File: src/rtl/wishbone_host_master.sv
// Wishbone host master: single-word host commands to classic Wishbone
// cycles, with a bus watchdog and a latched interrupt-pending flag.
module wishbone_host_master #(
  parameter logic [15:0] TIMEOUT = 16'd256
) (
  input  logic        clk,
  input  logic        rst,
  input  logic        cmd_stb_i,
  output logic        cmd_rdy_o,
  input  logic        cmd_we_i,
  input  logic [31:0] cmd_adr_i,
  input  logic [31:0] cmd_dat_i,
  input  logic [3:0]  cmd_sel_i,
  output logic        rsp_stb_o,
  input  logic        rsp_rdy_i,
  output logic [31:0] rsp_dat_o,
  output logic        rsp_err_o,
  output logic        wb_we_o,
  output logic        wb_cyc_o,
  output logic        wb_stb_o,
  output logic [3:0]  wb_sel_o,
  output logic [31:0] wb_adr_o,
  output logic [31:0] wb_dat_o,
  input  logic [31:0] wb_dat_i,
  input  logic        wb_ack_i,
  input  logic        wb_int_i,
  output logic        int_pend_o,
  input  logic        int_clr_i
);

  localparam logic [1:0] S_IDLE = 2'd0;
  localparam logic [1:0] S_BUS  = 2'd1;
  localparam logic [1:0] S_RESP = 2'd2;

  logic [1:0]  state_q, state_d;
  logic        we_q, we_d;
  logic [31:0] adr_q, adr_d;
  logic [31:0] dat_q, dat_d;
  logic [3:0]  sel_q, sel_d;
  logic [31:0] rdat_q, rdat_d;
  logic        rerr_q, rerr_d;
  logic [15:0] cnt_q, cnt_d;
  logic        int_dly_q, int_dly_d;
  logic        pend_q, pend_d;
  logic        tmo_hit;

  assign tmo_hit = (TIMEOUT != 16'd0) &&
                   (cnt_q == TIMEOUT - 16'd1);

  assign cmd_rdy_o  = (state_q == S_IDLE);
  assign wb_cyc_o   = (state_q == S_BUS);
  assign wb_stb_o   = (state_q == S_BUS);
  assign rsp_stb_o  = (state_q == S_RESP);
  assign wb_we_o    = we_q;
  assign wb_adr_o   = adr_q;
  assign wb_dat_o   = dat_q;
  assign wb_sel_o   = sel_q;
  assign rsp_dat_o  = rdat_q;
  assign rsp_err_o  = rerr_q;
  assign int_pend_o = pend_q;

  // Next-state: command capture, bus cycle with watchdog, response hold
  always_comb begin
    state_d = state_q;
    we_d    = we_q;
    adr_d   = adr_q;
    dat_d   = dat_q;
    sel_d   = sel_q;
    rdat_d  = rdat_q;
    rerr_d  = rerr_q;
    cnt_d   = cnt_q;
    unique case (state_q)
      S_IDLE: begin
        if (cmd_stb_i) begin
          we_d    = cmd_we_i;
          adr_d   = cmd_adr_i;
          dat_d   = cmd_dat_i;
          sel_d   = cmd_sel_i;
          cnt_d   = 16'd0;
          state_d = S_BUS;
        end
      end
      S_BUS: begin
        if (wb_ack_i || tmo_hit) begin
          rdat_d  = (wb_ack_i && !we_q) ? wb_dat_i : 32'd0;
          rerr_d  = !wb_ack_i;
          we_d    = 1'b0;
          adr_d   = 32'd0;
          dat_d   = 32'd0;
          sel_d   = 4'd0;
          state_d = S_RESP;
        end else if (cnt_q != 16'hFFFF) begin
          cnt_d = cnt_q + 16'd1;
        end
      end
      S_RESP: begin
        if (rsp_rdy_i) begin
          rdat_d  = 32'd0;
          rerr_d  = 1'b0;
          state_d = S_IDLE;
        end
      end
      default: state_d = S_IDLE;
    endcase
  end

  // Interrupt: rising edge sets the flag, and wins over a same-cycle clear
  always_comb begin
    int_dly_d = wb_int_i;
    pend_d    = (wb_int_i & ~int_dly_q) | (pend_q & ~int_clr_i);
  end

  // State registers with synchronous reset
  always_ff @(posedge clk) begin
    if (rst) begin
      state_q   <= S_IDLE;
      we_q      <= 1'b0;
      adr_q     <= 32'd0;
      dat_q     <= 32'd0;
      sel_q     <= 4'd0;
      rdat_q    <= 32'd0;
      rerr_q    <= 1'b0;
      cnt_q     <= 16'd0;
      int_dly_q <= 1'b0;
      pend_q    <= 1'b0;
    end else begin
      state_q   <= state_d;
      we_q      <= we_d;
      adr_q     <= adr_d;
      dat_q     <= dat_d;
      sel_q     <= sel_d;
      rdat_q    <= rdat_d;
      rerr_q    <= rerr_d;
      cnt_q     <= cnt_d;
      int_dly_q <= int_dly_d;
      pend_q    <= pend_d;
    end
  end

endmodule

File: config.mk
export PLATFORM = sky130hd
export DESIGN_NAME = wishbone_host_master
export DESIGN_NICKNAME = d
export VERILOG_FILES = /design/src/rtl/wishbone_host_master.sv
export SDC_FILE = /design/constraint.sdc
export NUM_CORES = 1
export LEC_CHECK = 0
export ABC_AREA = 1
export CORE_UTILIZATION = 47
export DETAILED_ROUTE_END_ITERATION = 8
export GPL_TIMING_DRIVEN = 1
export PLACE_DENSITY_LB_ADDON = 0.1
export SLEW_MARGIN = 20
export SYNTH_ARGS = -nofsm -noshare
export SYNTH_HDL_FRONTEND = slang
export SYNTH_SLANG_ARGS = --single-unit
File: constraint.sdc
create_clock -name clk -period 4 [get_ports clk]
set_input_delay 0.4 -clock clk [delete_from_list [all_inputs] [get_ports clk]]
set_output_delay 0.4 -clock clk [all_outputs]
set_load 0.005 [all_outputs]
======== After elaboration in Yosys (flattened, before gate mapping) ========
Cells that the tools add are included.
word-level totals
  bits in registers ....................... 122
  output and inout port bits .............. 107
cells by class
  add/sub/neg operators ................... 1
  equality and inequality tests ........... 9
  muxes and demuxes ....................... 26
  bitwise operators ....................... 5
  reductions and logical operators ........ 11
operator list
  operator                                         count
  two-way mux 32 bit                               6
  case mux 32 bit (2 select lines)                 3
  two-way mux 16 bit                               3
  case mux 16 bit (2 select lines)                 1
  adder 16 x 1 -> 16 bit (second input constant)   1
  == test 16 x 8 -> 1 bit (second input constant)  1
  != test 16 bit (second input constant)           1
  AND reduction 3 bit                              3
  two-way mux 4 bit                                2
  case mux 4 bit (2 select lines)                  1
  two-way mux 2 bit                                3
  != test 2 x 1 -> 1 bit (second input constant)   3
  case mux 2 bit (3 select lines)                  1
  two-way mux 1 bit                                4
  != test 2 bit (second input constant)            2
  case mux 1 bit (2 select lines)                  2
  AND reduction 4 bit                              1
  nonzero test 2 bit                               2
  AND 1 bit                                        2
  == test 2 x 1 -> 1 bit (second input constant)   1
  == test 2 bit (second input constant)            1
  logical NOT 1 bit                                2
  logical NOT 2 bit                                1
  inverter 1 bit                                   2
  3 further kinds                                  3

======== Longest topological paths before layout ========
Gate-level depths: netlist of run 1.
  depth in word-level cells ............... 5
  gate-level depth with buffers ........... 12

======== Worst setup path after synthesis of run 1 ========
Ideal clock, no wire load.
  path kind ............................... reg2reg
  from .................................... reg cnt_q[1]
  to ...................................... reg dat_q[25] (netlist: wb_dat_o[25])
  data arrival time ....................... 1.419 ns
  required time ........................... 3.868 ns
  slack ................................... 2.449 ns
  cell stages (with the launch flop) ...... 11
  clock period less this slack ............ 1.551 ns
  cells stage by stage .................... dfxtp_1 ha_1 nand3_2 nor2_2 nand2_2 nand2_4 nand2_4 buf_6 buf_6 nand3_1 a21oi_1
on the way
  word-level cells in the longest chain between the ends .. 4
ends and longest elaborated chain
  element                           RTL line  source
  start: declaration                42        logic [15:0] cnt_q, cnt_d;
  start signal: assignment          134       cnt_q <= cnt_d;
  == test 16 x 8 -> 1 bit           48        (cnt_q == TIMEOUT - 16'd1);
  logical OR 1 bit                  84        if (wb_ack_i || tmo_hit) begin
  != test 2 x 1 -> 1 bit (no line)  n/a
  AND reduction 3 bit (no line)     n/a
  end signal: assignment            130       dat_q <= dat_d;
  end: declaration                  38        logic [31:0] dat_q, dat_d;
Every way passes these cells.
A chain may end at the register's enable or synchronous reset.

======== Final worst setup path of run 1 ========
  from .................................... reg state_q[1]
  to ...................................... reg adr_q[3] (netlist: wb_adr_o[3])
on the way
  word-level cells in the longest chain between the ends .. 3
  elaborated cells between the ends (all ways) .. 7
ends and longest elaborated chain
  element                                                      RTL line  source
  start: declaration                                           35        logic [1:0] state_q, state_d;
  start signal: assignment                                     127       state_q <= state_d;
  == test 2 x 1 -> 1 bit or logical NOT 2 bit (tied branches)  72        unique case (state_q)
  != test 2 x 1 -> 1 bit (no line) (tied with other cells)     n/a
  AND reduction 3 bit (no line)                                n/a
  end signal: assignment                                       129       adr_q <= adr_d;
  end: declaration                                             37        logic [31:0] adr_q, adr_d;
Several ways; a longest one is shown, not always the timed one.

==> results of run 1 <==
==> layer usage <==
metal	GRT usage	part of all wire	vias up
met3	0.0586	0.064	28
met2	0.469	0.49	186
met5	0	0	-
met4	0.109	0.023	0
li1	-	-	2771
met1	0.322	0.42	2645
==> sequential cells by signal, summed over array words and instances, names as in the netlist <==
register / cells
rsp_dat_o: 32
wb_adr_o: 32
wb_dat_o: 32
cnt_q: 16
wb_sel_o: 4
state_q: 2
int_dly_q: 1
int_pend_o: 1
rsp_err_o: 1
wb_we_o: 1
==> where the power goes <==
part | total [mW] | leakage (nW) | internal [mW] | switching (mW)
registers | 1.31 | 0.996 | 1.28 | 0.0334
logic | 0.476 | 1.71 | 0.251 | 0.225
clock network | 1.53 | 0.289 | 0.982 | 0.543
total | 3.31 | 2.99 | 2.51 | 0.801
==> cells by family (layout without fill, tap and decap cells) <==
kind of cell,count (synthesis),in the layout,synth area share
AOI/OAI and AO/OA,123,123,0.122
xor gates and xnor gates,4,4,0.00649
adders and majority gates,1,1,0.00232
buffers and inverters,81,276,0.0783
DFF,122,122,0.452
and+or+nand+nor,399,399,0.339
==> per-stage QoR <==
stage | instances | cell area, um^2 | util | setup slack (ns)
after floorplan | 730 | 5400 | - | 2.45
after global placement | 1033 | 7430 | 0.674 | 1.34
after detailed placement | 1033 | 7430 | 0.674 | 1.27
after CTS | 1065 | 8030 | 0.728 | 1.39
after global routing | 1065 | 8040 | 0.728 | 1.12
final | 1065 | 8040 | 0.728 | 1.39
==> cell usage after synthesis (all sizes together) <==
master | n | area (um^2)
buf | 29 | 228
nand2 | 201 | 797
nor4 | 1 | 6.26
o21bai | 1 | 7.51
a21oi | 116 | 614
ha | 1 | 12.5
o21ai | 4 | 20.0
nand4 | 13 | 81.3
o32ai | 1 | 8.76
o21a | 1 | 7.51
or2 | 1 | 6.26
clkbuf | 27 | 101
nor3 | 4 | 25.0
xor2 | 4 | 35.0
and2 | 1 | 6.26
nand3 | 111 | 626
clkinv | 3 | 11.3
dfxtp | 122 | 2440
inv | 22 | 82.6
nor2 | 67 | 280
==> cell type report <==
class                   count  area [um^2]  share of cell area
well taps                 140          175              0.0218
flip-flops and latches    122         2440               0.304
inverters                  25         95.1              0.0118
clock buffers              22          484              0.0603
clock inverters            10          115              0.0143
repair buffers            219         2180               0.271
multi-input cells         527         2550               0.317
==> critical path, cell delays in order (launching register included) <==
cell                      delay, ns
sky130_fd_sc_hd__dfxtp_1       0.33
sky130_fd_sc_hd__inv_1         0.06
sky130_fd_sc_hd__nand2_1       0.34
sky130_fd_sc_hd__inv_1         0.26
sky130_fd_sc_hd__nand2_4       0.65
sky130_fd_sc_hd__buf_4         0.56
sky130_fd_sc_hd__nand3_1       0.14
sky130_fd_sc_hd__a21oi_1       0.18
==> how the worst min path moves through the flow <==
stage                          from               endpoint  cells past startpoint
4_1_cts        int_dly_q$_SDFF_PP0_  int_pend_o$_SDFF_PP0_                      1
5_1_grt        int_dly_q$_SDFF_PP0_  int_pend_o$_SDFF_PP0_                      1
3_3_place_gp   int_dly_q$_SDFF_PP0_  int_pend_o$_SDFF_PP0_                      1
6_report       int_dly_q$_SDFF_PP0_  int_pend_o$_SDFF_PP0_                      1
3_5_place_dp   int_dly_q$_SDFF_PP0_  int_pend_o$_SDFF_PP0_                      1
2_1_floorplan  int_dly_q$_SDFF_PP0_  int_pend_o$_SDFF_PP0_                      1
==> impl_metrics.tcl, run 1 <==
set metrics [dict create \
    run_status "finished clean" \
    mostFrequentLayoutCell "sky130_fd_sc_hd__clkdlybuf4s50_1" \
    groute.usage.overall 0.270 \
    finalClockSkew_ns 0.00822 \
    setup_repair_after_global_routing_missed_its_margin "false" \
    timing.rr.start "state_q[1]$_SDFFE_PP0P_" \
    crit_end "wb_adr_o[3]$_SDFFE_PP0P_" \
    p_total_mw 3.31 \
    timing.rr.end "wb_adr_o[3]$_SDFFE_PP0P_" \
    path_class "reg2reg" \
    ys_warn_count 0 \
    arrival_ns 2.94 \
    cellPowerDensity_mw_per_mm2 412 \
    number_of_optimization_iterations_in_the_first_detailed_route_pass 5 \
    yosys_register_bits 122 \
    nFillCells 910 \
    cts.root.buffer_cell "sky130_fd_sc_hd__clkbuf_16" \
    io_buffers 214 \
    first_global_vias 5253 \
    postCtsSetupRepairBufs 0 \
    clock_path_buffers 2 \
    htree_levels 4 \
    grt_antenna_before_repair 0 \
    grt_max_degree 73 \
    period_share 0.653 \
    worst_setup_path_end_kind "flip-flop" \
    cts_inserted_buffers 17 \
    area.growth.synth_to_final_pct 48.8 \
    core-area_mm2 0.0110 \
    mapped_nets 839 \
    postRouteWirelength_mm 16.2 \
    worstSetupStartpoint "state_q[1]$_SDFFE_PP0P_" \
    nNetsFinal 1021 \
    worst_skew_pair_latency_ns 0.41 \
    drt_iter0_drc 483 \
    cts_hold_repair.buffers 0 \
    hpwlAfterDp_mm 10.8 \
    startpoint_type "flip-flop" \
    post-route-min-period_ns 2.61 \
    synthesis.area_mm2 0.00540 \
    grt_pass1_wl_mm 25.2 \
    start_util 0.489 \
    max-vdd-ir-drop_mv 0.239 \
    finalWeightedCongestion 0.858 \
    io_pins 215 \
    clock-sinks 122 \
    final_layout_size_suffix_gt1_frac 0.0832 \
    postSynthCellCount 730 \
    maximum_frequency_from_static_timing_analysis_mhz 383 \
    sequential_cell_area_fraction_in_the_yosys_report 0.452 \
    number_of_routed_nets_with_antenna_violations 0 \
    r2r_setup_slack_ns 1.39 \
    power.leakage_nw 2.99 \
    globalRouteOverflowTotal 0 \
    setup_viol 0 \
    overall_die_width_um 109 \
    route.detailed.wl_per_inst_um 15.2 \
    max_cap_viol_count 0 \
    tritoncts "done" \
    syn_avg_cell_area_um2 7.40 \
    commonest_cells_after_routing_fill_and_taps_aside "sky130_fd_sc_hd__clkdlybuf4s50_1, sky130_fd_sc_hd__nand2_1, sky130_fd_sc_hd__dfxtp_1" \
    antenna_cells 0 \
    worst-r2r-cell-count 7 \
    drt_drc_violations_left 0 \
    hold-worst-slack_ns 0.465 \
    fp.dieH_um 109 \
    worstPathRequired_ns 4.33 \
    timing_max_transition_violations_final 0 \
    die_area_mm2 0.0119 \
    setup-tns-final_ns 0 \
    tightest_slew_ns 0.932 \
    cts_repair_resize_count 0 \
    hold_class "reg2reg" \
    number_of_cell_rows 38 \
    dr_total_vias 5630 \
    post_synth_num_cell_types 34 \
    via_per_inst 5.29 \
    maxSlewHeadroom 0.379 \
    hold_viol_final 0 \
    critical_path.max_fanout 72 \
    clk_pin_slew_ns 0.06 \
]
Note: power is estimated with default switching activity, not from simulation.
==> run 2: changes to the inputs <==
Settings changed: CORE_UTILIZATION 47 to 39.
Clock period 4 ns to 2.3 ns, I/O delays scaled along.
==> run 2 against run 1 <==
Die area rose by 20%. First-iteration DRC count down 8.1%. Combinational power rose by 79%. Register-to-register slack got worse by 0.97 ns. Final cell count up 4.0%. Sequential cell count did not move. Final area rose by 1.3%. Critical path depth shrank 3. Sequential power grew 74%. Utilization shrank 12 points.
==> impl_metrics.tcl, run 2 (synthesis gave the netlist of run 1 again) <==
set metrics [dict create \
    run_status "finished clean" \
    timing.rr.start "cnt_q[1]$_SDFFE_PP0P_" \
    maximum_frequency_from_static_timing_analysis_mhz 526 \
    route.detailed.wl_per_inst_um 14.7 \
    pwr-share-comb 0.149 \
    setup_viol 0 \
    hpwlAfterDp_mm 11.2 \
    max_cap_viol_count 0 \
    mostFrequentLayoutCell "sky130_fd_sc_hd__clkdlybuf4s50_1" \
    worst_setup_path_end_kind "output pin" \
    arrival_ns 1.67 \
    cts_inserted_buffers 17 \
    worst_skew_pair_latency_ns 0.41 \
    drt_drc_violations_left 0 \
    commonest_cells_after_routing_fill_and_taps_aside "sky130_fd_sc_hd__clkdlybuf4s50_1, sky130_fd_sc_hd__nand2_1, sky130_fd_sc_hd__dfxtp_1" \
    critical_path.max_fanout 6 \
    tightest_slew_ns 0.548 \
    tritoncts "done" \
    r2r_setup_slack_ns 0.42 \
    first_global_vias 5189 \
    clock_path_buffers 2 \
    startpoint_type "flip-flop" \
    power.leakage_nw 3.03 \
    place_area_mm2 0.00756 \
    grt_pass1_wl_mm 25.5 \
    groute.usage.overall 0.224 \
    worstPathRequired_ns 2.07 \
    pwr-share-seq 0.400 \
    area.growth.synth_to_final_pct 50.7 \
    clockPowerShare 0.451 \
    number_of_optimization_iterations_in_the_first_detailed_route_pass 4 \
    period_share 0.827 \
    worst_hold_startpoint "rst" \
    overall_die_width_um 120 \
    io_pins 215 \
    power.switching_mw 1.41 \
    hold_viol_final 0 \
    path_class "reg2out" \
    dr_total_vias 5595 \
    timing_max_transition_violations_final 0 \
    via_per_inst 5.05 \
    clock-sinks 122 \
    antenna_cells 0 \
    cellPowerDensity_mw_per_mm2 700 \
    setup_repair_after_global_routing_missed_its_margin "false" \
    worst-r2r-cell-count 9 \
    postRouteWirelength_mm 16.3 \
    intPower_mw 4.29 \
    timing.rr.end "rsp_dat_o[14]$_SDFFE_PP0P_" \
    io_buffers 214 \
    globalRouteOverflowTotal 0 \
    nNetsFinal 1028 \
    setup-tns-final_ns 0 \
    postCtsSetupRepairBufs 0 \
    final_layout_size_suffix_gt1_frac 0.0891 \
    grt_max_degree 70 \
    end_of_the_worst_hold_path "cnt_q[13]$_SDFFE_PP0P_" \
    cts.root.buffer_cell "sky130_fd_sc_hd__clkbuf_16" \
    place_ws_ns 0.387 \
    post-route-min-period_ns 1.90 \
    number_of_cell_rows 42 \
    postLayoutCellArea_mm2 0.00814 \
    number_of_routed_nets_with_antenna_violations 0 \
    power.switching_fraction 0.247 \
    grt_antenna_before_repair 0 \
    hold_class "in2reg" \
    finalWeightedCongestion 0.830 \
    maxSlewHeadroom 0.633 \
    worst_hold_path.num_cells 2 \
    htree_levels 4 \
    worst_path_setup_slack_after_routing_ns 0.398 \
    finalClockSkew_ns 0.0111 \
    core-area_mm2 0.0133 \
    cts_hold_repair.buffers 0 \
    fp.dieH_um 120 \
    clk_pin_slew_ns 0.06 \
    drt_iter0_drc 444 \
    max-vdd-ir-drop_mv 0.434 \
    die_area_mm2 0.0143 \
    cts_repair_resize_count 0 \
    start_util 0.404 \
]
run 2: worst max-delay path by stage:
stage	from	end	slack (ns)
floorplan	cnt_q[1]$_SDFFE_PP0P_	wb_dat_o[25]$_SDFFE_PP0P_	0.75
global placement	cmd_stb_i	cnt_q[3]$_SDFFE_PP0P_	0.47
detailed placement	cmd_stb_i	cnt_q[0]$_SDFFE_PP0P_	0.39
CTS	state_q[1]$_SDFFE_PP0P_	wb_cyc_o	0.39
global route	cnt_q[1]$_SDFFE_PP0P_	rsp_dat_o[5]$_SDFFE_PP0P_	0.28
finish	state_q[1]$_SDFFE_PP0P_	wb_cyc_o	0.40
run 2: metrics by stage:
stage | util | power [mW] | hold WS, ns | cells
global placement | 0.567 | 3.16 | 0.406 | 1076
detailed placement | 0.567 | 3.17 | 0.432 | 1076
CTS | 0.610 | 5.74 | 0.258 | 1108
global route | 0.610 | 5.93 | 0.285 | 1108
floorplan | - | 2.70 | 0.347 | 730
finish | 0.610 | 5.69 | 0.266 | 1108
run 2: final cells by class:
cell class	count	area, um^2
clock buffer	20	447
clock inverter	12	125
fill	1172	5210
inverter	25	93.8
multi-input combinational	527	2540
sequential	122	2440
tap	176	220
timing repair buffer	226	2270
run 2: routing by layer:
layer / wire length [um] / track usage / vias to the layer above / part of all wire
li1: - / - / 2780 / -
met1: 7310 / 0.283 / 2591 / 0.45
met2: 7670 / 0.369 / 208 / 0.47
met3: 1070 / 0.0585 / 16 / 0.066
met4: 251 / 0.0727 / 0 / 0.015
met5: 0 / 0 / - / 0
run 2: power groups by stage:
stage | clock [mW] | sequential, mW | combinational [mW]
3_5_place_dp | 0 | 2.32 | 0.851
5_1_grt | 2.72 | 2.29 | 0.921
2_1_floorplan | 0 | 2.32 | 0.379
3_3_place_gp | 0 | 2.32 | 0.839
6_report | 2.57 | 2.28 | 0.850
4_1_cts | 2.61 | 2.28 | 0.856
run 2: critical path, stage by stage (launching register included):
cell                              delay, ns
sky130_fd_sc_hd__dfxtp_1               0.30
sky130_fd_sc_hd__inv_1                 0.07
sky130_fd_sc_hd__nand2_1               0.07
sky130_fd_sc_hd__inv_1                 0.25
sky130_fd_sc_hd__clkdlybuf4s50_1       0.57
